**config.mk**
```make
export PLATFORM = sky130hd
export DESIGN_NAME = button_cmd_scheduler
export DESIGN_NICKNAME = d
export VERILOG_FILES = /design/src/rtl/tetris_pkg.sv /design/src/rtl/btn_debounce.sv /design/src/rtl/button_cmd_scheduler.sv
export SDC_FILE = /design/constraint.sdc
export NUM_CORES = 1
export LEC_CHECK = 0
export ABC_CLOCK_PERIOD_IN_PS = 3140
export BUFFER_PORTS_ARGS = -buffer_cell sky130_fd_sc_hd__buf_4
export CORE_UTILIZATION = 35
export CTS_CLUSTER_SIZE = 8
export DETAILED_ROUTE_END_ITERATION = 8
export PLACE_DENSITY_LB_ADDON = 0.25
export REMOVE_ABC_BUFFERS = 1
export SYNTH_ARGS = -nofsm -noshare
export SYNTH_HDL_FRONTEND = slang
export SYNTH_SLANG_ARGS = --single-unit
```
**constraint.sdc**
```tcl
create_clock -name clk -period 3.14 [get_ports clk]
set_input_delay 0.471 -clock clk [delete_from_list [all_inputs] [get_ports clk]]
set_output_delay 0.471 -clock clk [all_outputs]
set_load 0.05 [all_outputs]
```
**src/rtl/tetris_pkg.sv**
```systemverilog
// Shared definitions for the button command path: button count and command codes.
package tetris_pkg;

  localparam int unsigned NUM_BTN = 4;
  localparam int unsigned CMD_W   = 2;

  typedef enum logic [CMD_W-1:0] {
    SHIFT_L = 2'd0,
    ROT     = 2'd1,
    COLOR   = 2'd2,
    SHIFT_R = 2'd3
  } cmd_e;

endpackage

```
**src/rtl/btn_debounce.sv**
```systemverilog
// One button: sampling flop, stability counter, debounced level and a single-cycle rise pulse.
module btn_debounce #(
  parameter int unsigned DEBOUNCE_CYCLES = 4
) (
  input  logic clk,
  input  logic rst_n,
  input  logic btn_i,
  output logic level_o,
  output logic rise_c
);

  localparam int unsigned CNT_W = $clog2(DEBOUNCE_CYCLES + 1);

  logic             sync_q;
  logic             level_q, level_d;
  logic [CNT_W-1:0] cnt_q, cnt_d;
  logic             hit;

  // The level flips on the same edge the mismatch count reaches DEBOUNCE_CYCLES.
  always_comb begin
    hit     = (sync_q != level_q) && (cnt_q == CNT_W'(DEBOUNCE_CYCLES - 1));
    cnt_d   = cnt_q;
    level_d = level_q;
    if ((sync_q == level_q) || hit) begin
      cnt_d = '0;
    end else begin
      cnt_d = cnt_q + CNT_W'(1);
    end
    if (hit) begin
      level_d = ~level_q;
    end
    rise_c = hit && !level_q;
  end

  always_ff @(posedge clk or negedge rst_n) begin
    if (!rst_n) begin
      sync_q  <= 1'b0;
      level_q <= 1'b0;
      cnt_q   <= '0;
    end else begin
      sync_q  <= btn_i;
      level_q <= level_d;
      cnt_q   <= cnt_d;
    end
  end

  assign level_o = level_q;

endmodule

```
**src/rtl/button_cmd_scheduler.sv**
```systemverilog
// Debounced push-buttons -> pending flags -> lowest-index arbiter -> command FIFO.
// Optional auto-repeat of held buttons is enabled by defining AUTO_REPEAT_EN.
module button_cmd_scheduler
  import tetris_pkg::*;
#(
  parameter int unsigned DEBOUNCE_CYCLES = 4,
  parameter int unsigned FIFO_DEPTH      = 4,
  parameter int unsigned REPEAT_DELAY    = 16,
  parameter int unsigned REPEAT_PERIOD   = 8
) (
  input  logic                          clk,
  input  logic                          rst_n,
  input  logic [NUM_BTN-1:0]            button,
  output logic                          cmd_valid,
  output logic [CMD_W-1:0]              cmd,
  input  logic                          cmd_ready,
  output logic [$clog2(FIFO_DEPTH):0]   fifo_count,
  output logic                          overflow
);

  localparam int unsigned PTR_W = $clog2(FIFO_DEPTH);
  localparam int unsigned CNT_W = PTR_W + 1;

  if ((FIFO_DEPTH < 2) || ((FIFO_DEPTH & (FIFO_DEPTH - 1)) != 0) ||
      (REPEAT_DELAY == 0) || (REPEAT_PERIOD == 0)) begin : g_bad_cfg
    $error("button_cmd_scheduler: illegal parameter set");
  end

  logic [NUM_BTN-1:0] level, rise, press_ev;

  for (genvar g = 0; g < NUM_BTN; g++) begin : g_db
    btn_debounce #(.DEBOUNCE_CYCLES(DEBOUNCE_CYCLES)) u_db (
      .clk     (clk),
      .rst_n   (rst_n),
      .btn_i   (button[g]),
      .level_o (level[g]),
      .rise_c  (rise[g])
    );
  end

`ifdef AUTO_REPEAT_EN
  localparam int unsigned REP_MAX = (REPEAT_DELAY > REPEAT_PERIOD) ? REPEAT_DELAY : REPEAT_PERIOD;
  localparam int unsigned REP_W   = $clog2(REP_MAX + 1);

  logic [NUM_BTN-1:0][REP_W-1:0] rep_cnt_q, rep_cnt_d;
  logic [NUM_BTN-1:0]            in_delay_q, in_delay_d, rep_fire;

  // in_delay marks the long first wait; after the first repeat the short period applies.
  always_comb begin
    rep_cnt_d  = rep_cnt_q;
    in_delay_d = in_delay_q;
    rep_fire   = '0;
    for (int i = 0; i < int'(NUM_BTN); i++) begin
      if (!level[i]) begin
        rep_cnt_d[i]  = '0;
        in_delay_d[i] = 1'b1;
      end else begin
        rep_fire[i] = in_delay_q[i] ? (rep_cnt_q[i] == REP_W'(REPEAT_DELAY - 1))
                                    : (rep_cnt_q[i] == REP_W'(REPEAT_PERIOD - 1));
        if (rep_fire[i]) begin
          rep_cnt_d[i]  = '0;
          in_delay_d[i] = 1'b0;
        end else begin
          rep_cnt_d[i] = rep_cnt_q[i] + REP_W'(1);
        end
      end
    end
  end

  always_ff @(posedge clk or negedge rst_n) begin
    if (!rst_n) begin
      rep_cnt_q  <= '0;
      in_delay_q <= '1;
    end else begin
      rep_cnt_q  <= rep_cnt_d;
      in_delay_q <= in_delay_d;
    end
  end

  assign press_ev = rise | rep_fire;
`else
  assign press_ev = rise;
`endif

  logic [NUM_BTN-1:0]                  pending_q, pending_d;
  logic [FIFO_DEPTH-1:0][CMD_W-1:0]    mem_q;
  logic [PTR_W-1:0]                    wr_ptr_q, wr_ptr_d, rd_ptr_q, rd_ptr_d;
  logic [CNT_W-1:0]                    count_q, count_d;
  logic                                valid_q, valid_d;
  logic                                overflow_q, overflow_d;
  logic                                push, pop;
  cmd_e                                push_cmd;

  // Fullness uses the registered count only, so a same-edge pop never frees a slot early.
  always_comb begin
    push_cmd = SHIFT_L;
    for (int i = int'(NUM_BTN) - 1; i >= 0; i--) begin
      if (pending_q[i]) push_cmd = cmd_e'(CMD_W'(i));
    end
    push = (|pending_q) && (count_q < CNT_W'(FIFO_DEPTH));
    pop  = (count_q != '0) && cmd_ready;

    pending_d = pending_q;
    if (push) pending_d[push_cmd] = 1'b0;
    overflow_d = overflow_q | (|(press_ev & pending_q));
    pending_d  = pending_d | (press_ev & ~pending_q);

    wr_ptr_d = push ? wr_ptr_q + PTR_W'(1) : wr_ptr_q;
    rd_ptr_d = pop  ? rd_ptr_q + PTR_W'(1) : rd_ptr_q;
    unique case ({push, pop})
      2'b10:   count_d = count_q + CNT_W'(1);
      2'b01:   count_d = count_q - CNT_W'(1);
      default: count_d = count_q;
    endcase
    valid_d = (count_d != '0);
  end

  always_ff @(posedge clk or negedge rst_n) begin
    if (!rst_n) begin
      pending_q  <= '0;
      mem_q      <= '0;
      wr_ptr_q   <= '0;
      rd_ptr_q   <= '0;
      count_q    <= '0;
      valid_q    <= 1'b0;
      overflow_q <= 1'b0;
    end else begin
      pending_q  <= pending_d;
      if (push) mem_q[wr_ptr_q] <= push_cmd;
      wr_ptr_q   <= wr_ptr_d;
      rd_ptr_q   <= rd_ptr_d;
      count_q    <= count_d;
      valid_q    <= valid_d;
      overflow_q <= overflow_d;
    end
  end

  assign cmd_valid  = valid_q;
  assign cmd        = mem_q[rd_ptr_q];
  assign fifo_count = count_q;
  assign overflow   = overflow_q;

endmodule

```
### Word level (Yosys, flattened, before mapping)

Index checks and enable logic that the tools add are counted.

* bits in registers: 41
* logic and storage cells: 102
* input port bits: 7

* reductions and logical operators: 24
* bitwise logic cells: 11
* order comparisons: 6
* mux-type cells: 17
* equal/unequal tests: 14
* add/subtract/negate cells: 8

Operator list (count)
* 3-bit by 1-bit adder with 3-bit output (second input constant): 5
* 4-bit AND: 3
* 3-bit by 2-bit equality test with 1-bit output (second input constant): 4
* 1-bit logical AND: 12
* 2-bit two-way mux: 6
* 3-bit two-way mux: 4
* 2-bit by 3-bit < comparator with 1-bit output (second input constant): 3
* 8-bit bitwise mux: 1
* 4-bit NOT: 2
* 4-bit OR reduction: 2
* 3-bit case mux with 2 select lines: 1
* 3-bit nonzero test: 2
* 2-bit by 1-bit adder with 2-bit output (second input constant): 2
* 2-bit binary-select mux with 2-bit select: 1
* 2-bit demux with 2-bit select: 1
* 1-bit equality test: 4
* 2-bit by 1-bit >= comparator with 1-bit output (second input constant): 2
* 1-bit logical NOT: 4
* 1-bit logical OR: 4
* 4-bit two-way mux: 1
* 1-bit != test: 4
* 1-bit NOT: 4
* 4-bit bitwise OR: 1
* 3-bit < comparator (second input constant): 1
* other kinds (6): 6

### Longest topological paths before layout

Gate-level depths: netlist of the first run.

* depth in word-level cells: 12
* gate-level depth with buffers: 10
* gate-level depth less buffers: 9

### Modules after synthesis

From an unflattened synthesis of the first run, not the netlist that was laid out.

* cells, all modules: 137
* area, all modules: 1850.5 sq um

By module, submodules not included
* button_cmd_scheduler: area each 1024.7 sq um, cells an instance 81, sequential area each 525.5 sq um, times used 1
* btn_debounce: area each 206.4 sq um, cells an instance 14, sequential area each 125.1 sq um, times used 4

### Least setup slack after synthesis of the first run

OpenSTA, ideal clock, no wires.

* kind: register -> register
* from: register count_q[2], in the netlist fifo_count[2]
* to: register valid_q, in the netlist cmd_valid
* library setup time: 0.074 ns
* stages on the path, launching flop included: 9
* path buffers: 1
* path slack: 0.765 ns
* clock period less this slack: 2.375 ns
* arrival: 2.302 ns
* required time: 3.066 ns
* cell sequence: dfrtp_1 > clkbuf_1 > o31a_1 > ha_1 > inv_1 > fa_1 > xor2_1 > or3_1 > nand4bb_1

* longest elaborated chain between the ends: 5
* elaborated cells between the ends (all ways): 10
* classes of those cells: add/sub: 2; order compare: 1; eq/ne: 2; mux: 1; reduce/logical: 4

RTL lines
* start, declared: line button_cmd_scheduler.sv:88 `logic [CNT_W-1:0] count_q, count_d;`
* start signal, assigned: line button_cmd_scheduler.sv:132 `count_q <= count_d;`
* 3-bit nonzero test *: line button_cmd_scheduler.sv:101 `pop = (count_q != '0) && cmd_ready;`
* 1-bit logical AND *: line button_cmd_scheduler.sv:101
* via pop: line button_cmd_scheduler.sv:91 `logic push, pop;`
* 2-bit by 1-bit equality test with 1-bit output or 2-bit equality test (tied branches): line button_cmd_scheduler.sv:110 `unique case ({push, pop})`
* 3-bit case mux with 2 select lines *: line button_cmd_scheduler.sv:110
* 3-bit nonzero test *: line button_cmd_scheduler.sv:115 `valid_d = (count_d != '0);`
* via valid_d: line button_cmd_scheduler.sv:89 `logic valid_q, valid_d;`
* end signal, assigned: line button_cmd_scheduler.sv:133 `valid_q <= valid_d;`
* end, declared: line button_cmd_scheduler.sv:89

Mark *: on every way through the listed nets, which the timed path passes. The rest lies on a longest branch.
A chain may end at the register's enable or synchronous reset.

### Worst setup path after layout of the first run

* from: register pending_q[0]
* to: register valid_q, in the netlist cmd_valid

* longest elaborated chain between the ends: 5
* elaborated cells between the ends (all ways): 6
* classes of those cells: eq/ne: 2; mux: 1; reduce/logical: 3

RTL lines
* start, declared: line button_cmd_scheduler.sv:85 `logic [NUM_BTN-1:0] pending_q, pending_d;`
* start signal, assigned: line button_cmd_scheduler.sv:128 `pending_q <= pending_d;`
* 4-bit OR reduction *: line button_cmd_scheduler.sv:100 `push = (|pending_q) && (count_q < CNT_W'(FIFO_DEPTH));`
* 1-bit logical AND *: line button_cmd_scheduler.sv:100
* 2-bit by 1-bit equality test with 1-bit output or 2-bit equality test (tied branches): line button_cmd_scheduler.sv:110
* 3-bit case mux with 2 select lines *: line button_cmd_scheduler.sv:110
* 3-bit nonzero test *: line button_cmd_scheduler.sv:115
* via valid_d: line button_cmd_scheduler.sv:89

Marked as above.

==> key figures, run 1 <==
Global route
  • Largest net degree at the start of global routing: 42
  • First-pass GRT wire length: approximately 5200 um
  • Total GRT Usage: 0.131
  • GRT overflow: 0
  • Vias in the first global route: about 1100
  • Antenna violations before repair: 0

STA
  • Final hold viol count: 0
  • Slew HR: 0.625
  • F_max: 414 MHz
  • Setup violations, final: 0
  • Setup TNS: 0 ns
  • Slew Viols, Final: 0
  • Worst-Margin Slew: about 0.56 ns
  • Final Skew: around 0.0063 ns
  • Fin worst setup slack: 0.723 ns
  • Unrepaired setup endpoints after global routing: no
  • Tcrit/Tclk final: 0.770
  • Fin crit period: between 2 and 2.5 ns

Final layout
  • Cell Count, Final, Fillers Out: between 200 and 250
  • Layout cells sized above 1: 0.148
  • Syn-to-layout area delta: 15.6%
  • Final-stage net count: between 150 and 200
  • Commonest non-fill, non-tap cell in the layout: dfrtp_1
  • Antenna Cells: 0
  • Non-Filler Cell Area, Final: roughly 0.0021 mm^2
  • Fillers: approximately 500
  • Final core occ: 0.418
  • Commonest non-fill, non-tap cells in the layout: dfrtp_1, inv_1, nor2_1

Place
  • PortBufs: 13
  • Placed inst area: about 0.0020 mm^2
  • Placer Congestion: approximately 0.85
  • Placed wire-length estimate: between 2000 and 2500 um
  • Cells after DPL: between 200 and 250
  • Place WS: roughly 0.71 ns

Pwr
  • PD cells: about 1000 mW/mm^2
  • LEAKAGE: slightly above 0.001 uW
  • VDD IR-drop max: around 370 uV

Status
  • Status: completed

CTS
  • CTS clk-pin slew, worst paths: approximately 0.08 ns
  • CTS H-tree lvls: 2
  • Clk root buf: clkbuf_8
  • Post-CTS Setup Bufs: 0
  • CTS buffer count: 5
  • Hold_buf cts: 0
  • Sink Count: slightly above 40
  • TritonCTS clock tree: done
  • CTS max path bufs: 2
  • Post-CTS Resized: 0
  • Clock insertion delay at the later pin of the skew report: 0.29 ns

Run
  • Max_cap viols: 0

Detailed routing
  • Post-route DRC violation count: 0
  • DRT antenna net count: 0
  • DR vias/cell: ~4.6
  • Routed WL: around 3000 um
  • Wire per inst: between 10 and 15 um
  • 1st-pass router iterations: 3
  • Via Count: 1109
  • 1st-iter DRT viols: 50

Logic synthesis
  • Yosys warning total: 0
  • Post-synthesis sequential area ratio: 0.556
  • Top FF cell, synth: dfrtp_1
  • Synthesized instance count: ~150
  • Cell variety after synth: 30
  • FF+latch count, synth: roughly 40
  • Asr flop ratio synth: 1.00
  • Post-synthesis cell area: around 0.0018 mm^2
  • Syn_area_per_cell: about 12 um^2
  • Number of synthesized flops with an enable pin: 0

Setup path
  • CP Class: flip-flop to flip-flop
  • Critical path required time: about 3.4 ns
  • Critical path startpoint category: flip-flop
  • CP arrival: between 2 and 3 ns
  • Worst Path Max Fanout: 8
  • Crit path capture type: flip-flop

Floorplan
  • Chip width: roughly 75 um
  • Die area: about 0.0056 mm^2
  • I/O pin cnt: 14
  • Initial cell density of the core: 0.361
  • # rows: 26
  • Die H: 74.6 um
  • Core region area: ~0.005 mm^2

Min path
  • HP Class: input pin to async pin
-- sequential cells by signal (all words and copies together) (netlist names) --
signal             count
g_db.u_db.cnt_q       12
mem_q                  8
g_db.u_db.level_o      4
g_db.u_db.sync_q       4
pending_q              4
fifo_count             3
rd_ptr_q               2
wr_ptr_q               2
cmd_valid              1
overflow               1
-- routing by layer --
metal	track usage	up-vias	routed length, um
met5	0	-	0
met4	0.0629	0	70
li1	-	539	-
met2	0.216	15	1500
met3	0.0442	8	105
met1	0.154	547	1320
-- kinds of logic after synthesis --
kind of cell,count (synthesis),share of synthesized area
flip-flops,41,0.556
adder cells (fa/ha/maj),14,0.0990
buffers and inverters,21,0.0441
AND/OR/NAND/NOR,39,0.119
multiplexers,12,0.0854
AO/OA/AOI/OAI,15,0.0542
XOR/XNOR,9,0.0427
-- synth_stat cells (3+ instances only) --
cell type	number	area, um^2
mux2_1	8	90.1
o21ai_0	6	30.0
o31ai_1	3	22.5
ha_1	13	163
nand2b_1	4	25.0
nand2_1	7	26.3
nor2_1	15	56.3
dfrtp_1	41	1030
inv_1	18	67.6
xor2_1	6	52.6
xnor2_1	3	26.3
nor3b_1	4	30.0
-- stage by stage --
| stage | hold slack, ns | total power (uW) |
|---|---|---|
| global placement | 0.419 | 1670 |
| global route | 0.180 | 2320 |
| finish | 0.152 | 2140 |
| floorplan | 0.175 | 1490 |
| CTS | 0.161 | 2180 |
| detailed placement | 0.431 | 1730 |
-- layout make-up --
| cell class | instances | area [um^2] | share of cell area |
|---|---|---|---|
| Timing Repair Buffer | 13 | 97.6 | 0.0457 |
| Sequential cell | 41 | 1030 | 0.481 |
| Inverter | 18 | 67.6 | 0.0317 |
| Clock buffer | 7 | 86.3 | 0.0405 |
| Clock inverter | 1 | 30.0 | 0.0141 |
| Multi-Input combinational cell | 89 | 738 | 0.346 |
| Tap cell | 70 | 87.6 | 0.0411 |
-- where the power goes --
part	switching, uW	leakage, uW	internal (uW)	total (uW)
Combinational	465	0.000447	352	817
Clock	173	0.0000585	259	432
Sequential	176	0.000524	720	896
Total	815	0.00103	1330	2140
-- worst max-delay path, stage by stage (launching register included) --
cell,delay [ns]
dfrtp_1,0.48
nor4_4,0.43
nor2_1,0.14
inv_1,0.09
ha_1,0.18
inv_1,0.06
fa_1,0.37
xor2_1,0.15
or3_1,0.34
nand4bb_1,0.11
-- path summary, 6_finish.rpt --
kind	from	to	slack [ns]	cells past startpoint
max	pending_q[0]	cmd_valid	0.72	9
min	rst_n	cmd_valid	0.15	1
max reg2reg	pending_q[0]	cmd_valid	0.72	9
min reg2reg	g_db[0].u_db.cnt_q[0]	g_db[0].u_db.cnt_q[0]	0.43	1
max in group asynchronous	rst_n	g_db[0].u_db.sync_q	2.63	1
min in group clk	button[3]	g_db[3].u_db.sync_q	0.29	1
(Power assumes the default switching activity.)
==> inputs of run 2 (changes only) <==
ABC_AREA = 1   (was unset)
ABC_CLOCK_PERIOD_IN_PS = 2400   (was 3140)
clock period = 2.4 ns   (was 3.14 ns; I/O delays follow)
==> run 2 against run 1 <==
  * Maximum frequency up 28%
  * Design area grew 2.4%
  * Global-route usage fell by 0.77 points
  * Final cell count up 18%
  * Utilization rose by 0.47 points
  * First-iteration DRC count rose by 14%
  * Total power grew 36%
  * Clock skew is 0.0030 ns lower
  * Sequential power up 24%
  * Synthesized cell count grew 27%
  * Sequential share of layout area down 1.1 points
==> key figures, run 2 <==
Detailed routing
  • DR vias/cell: around 4.5
  • Wire per inst: just over 10 um
  • 1st-iter DRT viols: 57
  • 1st-pass router iterations: 4
  • DRT antenna net count: 0
  • Routed WL: slightly below 3000 um
  • Via Count: approximately 1300
  • Post-route DRC violation count: 0

Setup path
  • Critical path required time: between 2 and 3 ns
  • Bufs and invs on worst path: 3
  • CP arrival: 2.11 ns
  • Crit path cell chain: inv_1, nand3_1, nand2_1, inv_1, ha_1, inv_1, fa_1, o21ai_0, nor2_1, nand3_1
  • Crit path depth: 10
  • Worst R2R Path Depth: 10
  • CP most frequent cell: inv_1
  • Critical path startpoint category: flip-flop
  • Crit path capture type: flip-flop
  • CP Class: flip-flop to flip-flop
  • Family with the most delay on the worst path: adder cells
  • Slowest CP cell: dfrtp_1
  • CP max stage delay: about 0.40 ns
  • Worst Path Max Fanout: 4

Logic synthesis
  • Number of synthesized flops with an enable pin: 0
  • Cell variety after synth: 23
  • Main combinational cell family by area after synthesis: simple AND/OR/NAND/NOR gates
  • FF+latch count, synth: slightly above 40
  • Yosys warning total: 0
  • Post-synthesis compound-gate area fraction: 0.0694
  • Synth area leaders: dfrtp_1, ha_1, nand2_1, inv_1, o21ai_0
  • Top FF cell, synth: dfrtp_1
  • Post-synthesis cell area: roughly 0.0019 mm^2
  • Yosys top cell area share: 0.537
  • Synth Area in Adders: 0.0956
  • Synth Area in XOR/XNOR: 0.0367
  • Asr flop ratio synth: 1.00
  • Syn_area_per_cell: 9.95 um^2
  • Top cells by count, synth: dfrtp_1, nand2_1, inv_1
  • Cell with the most instances after synthesis: dfrtp_1
  • Fraction of the mapped netlist area in simple logic gates: 0.202
  • Post-synth top area cell: dfrtp_1
  • Post-synthesis sequential area ratio: 0.537
  • Mux contribution to synthesized area: 0
  • Synthesized instance count: approximately 190

Floorplan
  • Initial cell density of the core: 0.369
  • Core region area: ~0.0052 mm^2
  • Chip width: 75.9 um
  • Die area: approximately 0.0058 mm^2
  • Die H: 75.9 um
  • # rows: 26
  • I/O pin cnt: 14

Final layout
  • Number of flip-flops in the largest register: 12
  • Commonest non-fill, non-tap cell in the layout: dfrtp_1
  • Antenna Cells: 0
  • Final-stage net count: roughly 230
  • Largest regs: g_db.u_db.cnt_q: 12 flops, mem_q: 8 flops
  • Syn-to-layout area delta: 14.3%
  • Commonest non-fill, non-tap cells in the layout: dfrtp_1, nand2_1, inv_1
  • Largest reg by FF count: g_db.u_db.cnt_q
  • Layout cells sized above 1: 0.197

CTS
  • CTS H-tree lvls: 2
  • Clock insertion delay at the later pin of the skew report: between 0.2 and 0.3 ns
  • Hold_buf cts: 0
  • Post-CTS Resized: 0
  • Post-CTS Setup Bufs: 0
  • CTS clk-pin slew, worst paths: about 0.08 ns
  • Sink Count: between 40 and 50
  • CTS buffer count: 5
  • TritonCTS clock tree: done
  • CTS max path bufs: 2
  • Clk root buf: clkbuf_8

STA
  • Worst-Margin Slew: ~0.54 ns
  • Tcrit/Tclk final: 0.785
  • Final Skew: around 0.0033 ns
  • Final hold viol count: 0
  • F_max: 531 MHz
  • Setup violations, final: 0
  • Slew Viols, Final: 0
  • Slew HR: 0.639
  • Unrepaired setup endpoints after global routing: no
  • Setup TNS: 0 ns
  • Hold_ws: 0.0357 ns
  • Fin crit period: roughly 1.9 ns

Pwr
  • Pwr Total: 2920 uW
  • LEAKAGE: 0.00105 uW
  • PD cells: ~1300 mW/mm^2
  • VDD IR-drop max: between 400 and 500 uV

Global route
  • Largest net degree at the start of global routing: 42
  • GRT overflow: 0
  • Antenna violations before repair: 0
  • Vias in the first global route: between 1000 and 1500
  • Total GRT Usage: 0.123
  • First-pass GRT wire length: ~5200 um

Place
  • Placer Congestion: about 0.77
  • Placed wire-length estimate: 2100 um
  • PortBufs: 13

Min path
  • HP Class: input pin to async pin

Run
  • Max_cap viols: 0

Status
  • Status: completed
## run 2: changes by cell type after synthesis, sizes merged, moves of 5 or more
cell / change
nand2: +25
nor2: +7
nand4: +5
nand3: +11
mux2: -10
o21ai: +15
inv: +11
## run 2: worst paths after layout
kind,end,slack [ns],from
max in group asynchronous,wr_ptr_q[0],2.01,rst_n
worst min-delay path,g_db[3].u_db.sync_q,0.04,rst_n
worst min register to register,g_db[1].u_db.cnt_q[0],0.44,g_db[1].u_db.cnt_q[0]
worst max-delay path,cmd_valid,0.52,fifo_count[0]
worst max register to register,cmd_valid,0.52,fifo_count[0]
min in group clk,g_db[0].u_db.sync_q,0.17,button[0]
## run 2: worst reg2reg max path, stage by stage (launching register included)
cell and delay (ns):
dfrtp_1 0.40, inv_1 0.10, nand3_1 0.08, nand2_1 0.13, inv_1 0.06, ha_1 0.19
inv_1 0.09, fa_1 0.40, o21ai_0 0.22, nor2_1 0.07, nand3_1 0.07
## run 2: stage by stage
stage	instance area, um^2	worst slack (ns)	instances	util
CTS	2180	0.519	283	0.422
finish	2180	0.516	283	0.422
detailed placement	2100	0.536	275	0.406
global route	2180	0.356	283	0.422
floorplan	1910	0.150	191	-
global placement	2100	0.549	275	0.406
## run 2: area by class of cell
class,instances,area (um^2)
fill,509,2990
sequential,41,1030
multi-input combinational,121,771
inverter,29,109
timing repair buffer,14,105
tap,70,87.6
clock buffer,5,68.8
clock inverter,3,17.5
## run 2: cells by family after synthesis
kind of cell,count (synthesis)
buf+inv,30
flops,41
simple gates,74
compound gates,25
fa+ha+maj,14
xor+xnor,8
## run 2: metal layers
layer	GRT usage	vias up	share of wire
li1	-	650	-
met1	0.161	592	0.51
met2	0.184	14	0.44
met3	0.0397	5	0.029
met4	0.0617	0	0.020
met5	0	-	0
## run 2: power by group
part	switching (uW)	internal, uW
clock	235	201
sequential	170	944
combinational	863	507
==> inputs of run 3 (changes only) <==
ABC_CLOCK_PERIOD_IN_PS = 1900   (was 2400)
clock period = 1.9 ns   (was 2.4 ns; I/O delays follow)
==> run 3 against run 2 <==
  * Sequential share of layout area down 1.2 points
  * First-iteration DRC count down 26%
  * Sequential power up 27%
  * Utilization up 1.1 points
  * Global-route usage up 0.32 points
  * Register-to-register slack worse by 0.40 ns
  * Combinational power up 34%
  * Die area unchanged
  * Final cell count up 1.4%
  * Clock power up 27%
  * Sequential cell count unchanged
  * Total power up 30%
  * Highest routed layer unchanged
==> key figures, run 3 (synthesized netlist as in run 2, its figures left out) <==
Status
  • Status: completed

Pwr
  • VDD IR-drop max: just over 800 uV
  • Sequential power share: 0.371
  • Pwr Total: around 3800 uW
  • LEAKAGE: around 0.0011 uW
  • Sw Share: 0.420
  • Net Sw Power: about 1600 uW
  • Comb pwr share: 0.483
  • PD cells: about 1700 mW/mm^2
  • Clk pwr share: 0.146
  • Int Pwr: approximately 2200 uW

CTS
  • CTS max path bufs: 2
  • Sink Count: between 40 and 50
  • CTS clk-pin slew, worst paths: about 0.070 ns
  • Clk root buf: clkbuf_8
  • CTS buffer count: 5
  • Clock insertion delay at the later pin of the skew report: roughly 0.28 ns
  • CTS H-tree lvls: 2
  • TritonCTS clock tree: done

STA
  • Hold_ws: between 0.1 and 0.15 ns
  • Worst-Margin Slew: approximately 0.54 ns
  • Fin worst setup slack: roughly 0.12 ns
  • Fin crit period: ~1.8 ns
  • Slew Viols, Final: 0
  • Final Skew: approximately 0.0028 ns
  • Slew HR: 0.639
  • F_max: between 500 and 600 MHz
  • Tcrit/Tclk final: 0.939
  • Setup TNS: 0 ns
  • Final hold viol count: 0
  • Setup violations, final: 0
  • Unrepaired setup endpoints after global routing: no

Setup path
  • Critical path required time: 2.07 ns
  • Worst R2R Path Depth: 9
  • Crit path capture type: flip-flop
  • CP most frequent cell: nand2_4
  • CP Class: flip-flop to flip-flop
  • Worst R2R Start: pending_q[1]
  • CP arrival: roughly 2 ns
  • CP max stage delay: between 0.4 and 0.5 ns
  • Slowest CP cell: fa_1
  • Critical path startpoint category: flip-flop
  • FF-to-FF setup slack: ~0.12 ns
  • Worst Path Max Fanout: 4
  • Critical R2R Capture: cmd_valid
  • Crit path cell chain: nor2_4, nand2_4, nand2_4, ha_4, inv_1, fa_1, o21ai_1, nor2_1, nand3_1

Floorplan
  • I/O pin cnt: 14
  • Die H: ~76 um
  • # rows: 26
  • Initial cell density of the core: 0.369
  • Core region area: around 0.0052 mm^2
  • Die area: roughly 0.0058 mm^2
  • Chip width: 75.9 um

Place
  • Placer Congestion: 0.768
  • Placed wire-length estimate: roughly 2200 um
  • Placed inst area: ~0.0021 mm^2
  • PortBufs: 13
  • Place WS: between 0.04 and 0.05 ns

Global route
  • Total GRT Usage: 0.127
  • Antenna violations before repair: 0
  • Vias in the first global route: approximately 1300
  • First-pass GRT wire length: 5350 um
  • GRT overflow: 0
  • Largest net degree at the start of global routing: 42

Run
  • Max_cap viols: 0

Final layout
  • Commonest non-fill, non-tap cell in the layout: dfrtp_1
  • Layout cells sized above 1: 0.212
  • Number of flip-flops in the largest register: 12
  • Largest regs: g_db.u_db.cnt_q: 12 flops, mem_q: 8 flops
  • Final-stage net count: 238
  • Largest reg by FF count: g_db.u_db.cnt_q
  • Commonest non-fill, non-tap cells in the layout: dfrtp_1, nand2_1, inv_1
  • Antenna Cells: 0
  • Syn-to-layout area delta: 17.4%
  • Non-Filler Cell Area, Final: about 0.0022 mm^2

Detailed routing
  • Wire per inst: around 11 um
  • 1st-pass router iterations: 4
  • DRT antenna net count: 0
  • 1st-iter DRT viols: between 40 and 50
  • Routed WL: between 3000 and 4000 um
  • Via Count: ~1300
  • DR vias/cell: roughly 4.4
  • Post-route DRC violation count: 0

Min path
  • Hold Crit Endpoint: g_db[1].u_db.sync_q
  • Worst Hold Depth: 1
  • HP Class: input pin to flip-flop
  • Min-delay src: button[1]
[run 3: worst max-delay path by stage]
stage	to	slack (ns)	startpoint	depth (start not counted)
floorplan	cmd_valid	-0.35	fifo_count[2]	10
global placement	cmd_valid	0.11	pending_q[1]	9
global route	cmd_valid	0.0001	fifo_count[2]	10
finish	cmd_valid	0.12	pending_q[1]	9
detailed placement	cmd_valid	0.05	pending_q[1]	9
CTS	cmd_valid	0.02	pending_q[1]	9
[run 3: routing by layer]
layer | wire length, um | vias to the layer above | global-route usage | share of wire
li1 | - | 658 | - | -
met1 | 1420 | 598 | 0.153 | 0.47
met2 | 1450 | 17 | 0.207 | 0.48
met3 | 97 | 4 | 0.0397 | 0.032
met4 | 50 | 0 | 0.0556 | 0.017
met5 | 0 | - | 0 | 0
[run 3: layout make-up]
type / count / area [um^2]
fillers: 503 / 2930
well taps: 70 / 87.6
clock buffers: 7 / 86.3
multi-input cells: 121 / 788
repair buffers: 19 / 145
inverters: 29 / 109
flip-flops and latches: 41 / 1030
[run 3: what timing repair did]
action	in CTS	in global routing
hold buffers	1	0
gates resized for setup	0	5
hold endpoints to repair	22	0
buffers inserted	0	1
endpoints found under the setup margin	0	2
[run 3: worst max-delay path, delay by kind of cell (launching register included)]
kind | cells | cell delay (ns)
AOI/OAI and AO/OA | 1 | 0.08
and+or+nand+nor | 5 | 0.49
buffers and inverters | 1 | 0.05
adders and majority gates | 2 | 0.60
DFF | 1 | 0.44
[run 3: power groups by stage]
stage	Sequential, uW	Combinational, uW	Clock (uW)
global route	1450	2090	615
floorplan	1550	1200	0
CTS	1420	1810	581
global placement	1420	1770	0
detailed placement	1430	1790	0
finish	1410	1830	552
[run 3: stage by stage]
stage | util | std cells
after global placement | 0.410 | 278
after detailed placement | 0.410 | 278
after global routing | 0.434 | 287
final | 0.434 | 287
after floorplan | - | 191
after CTS | 0.429 | 286
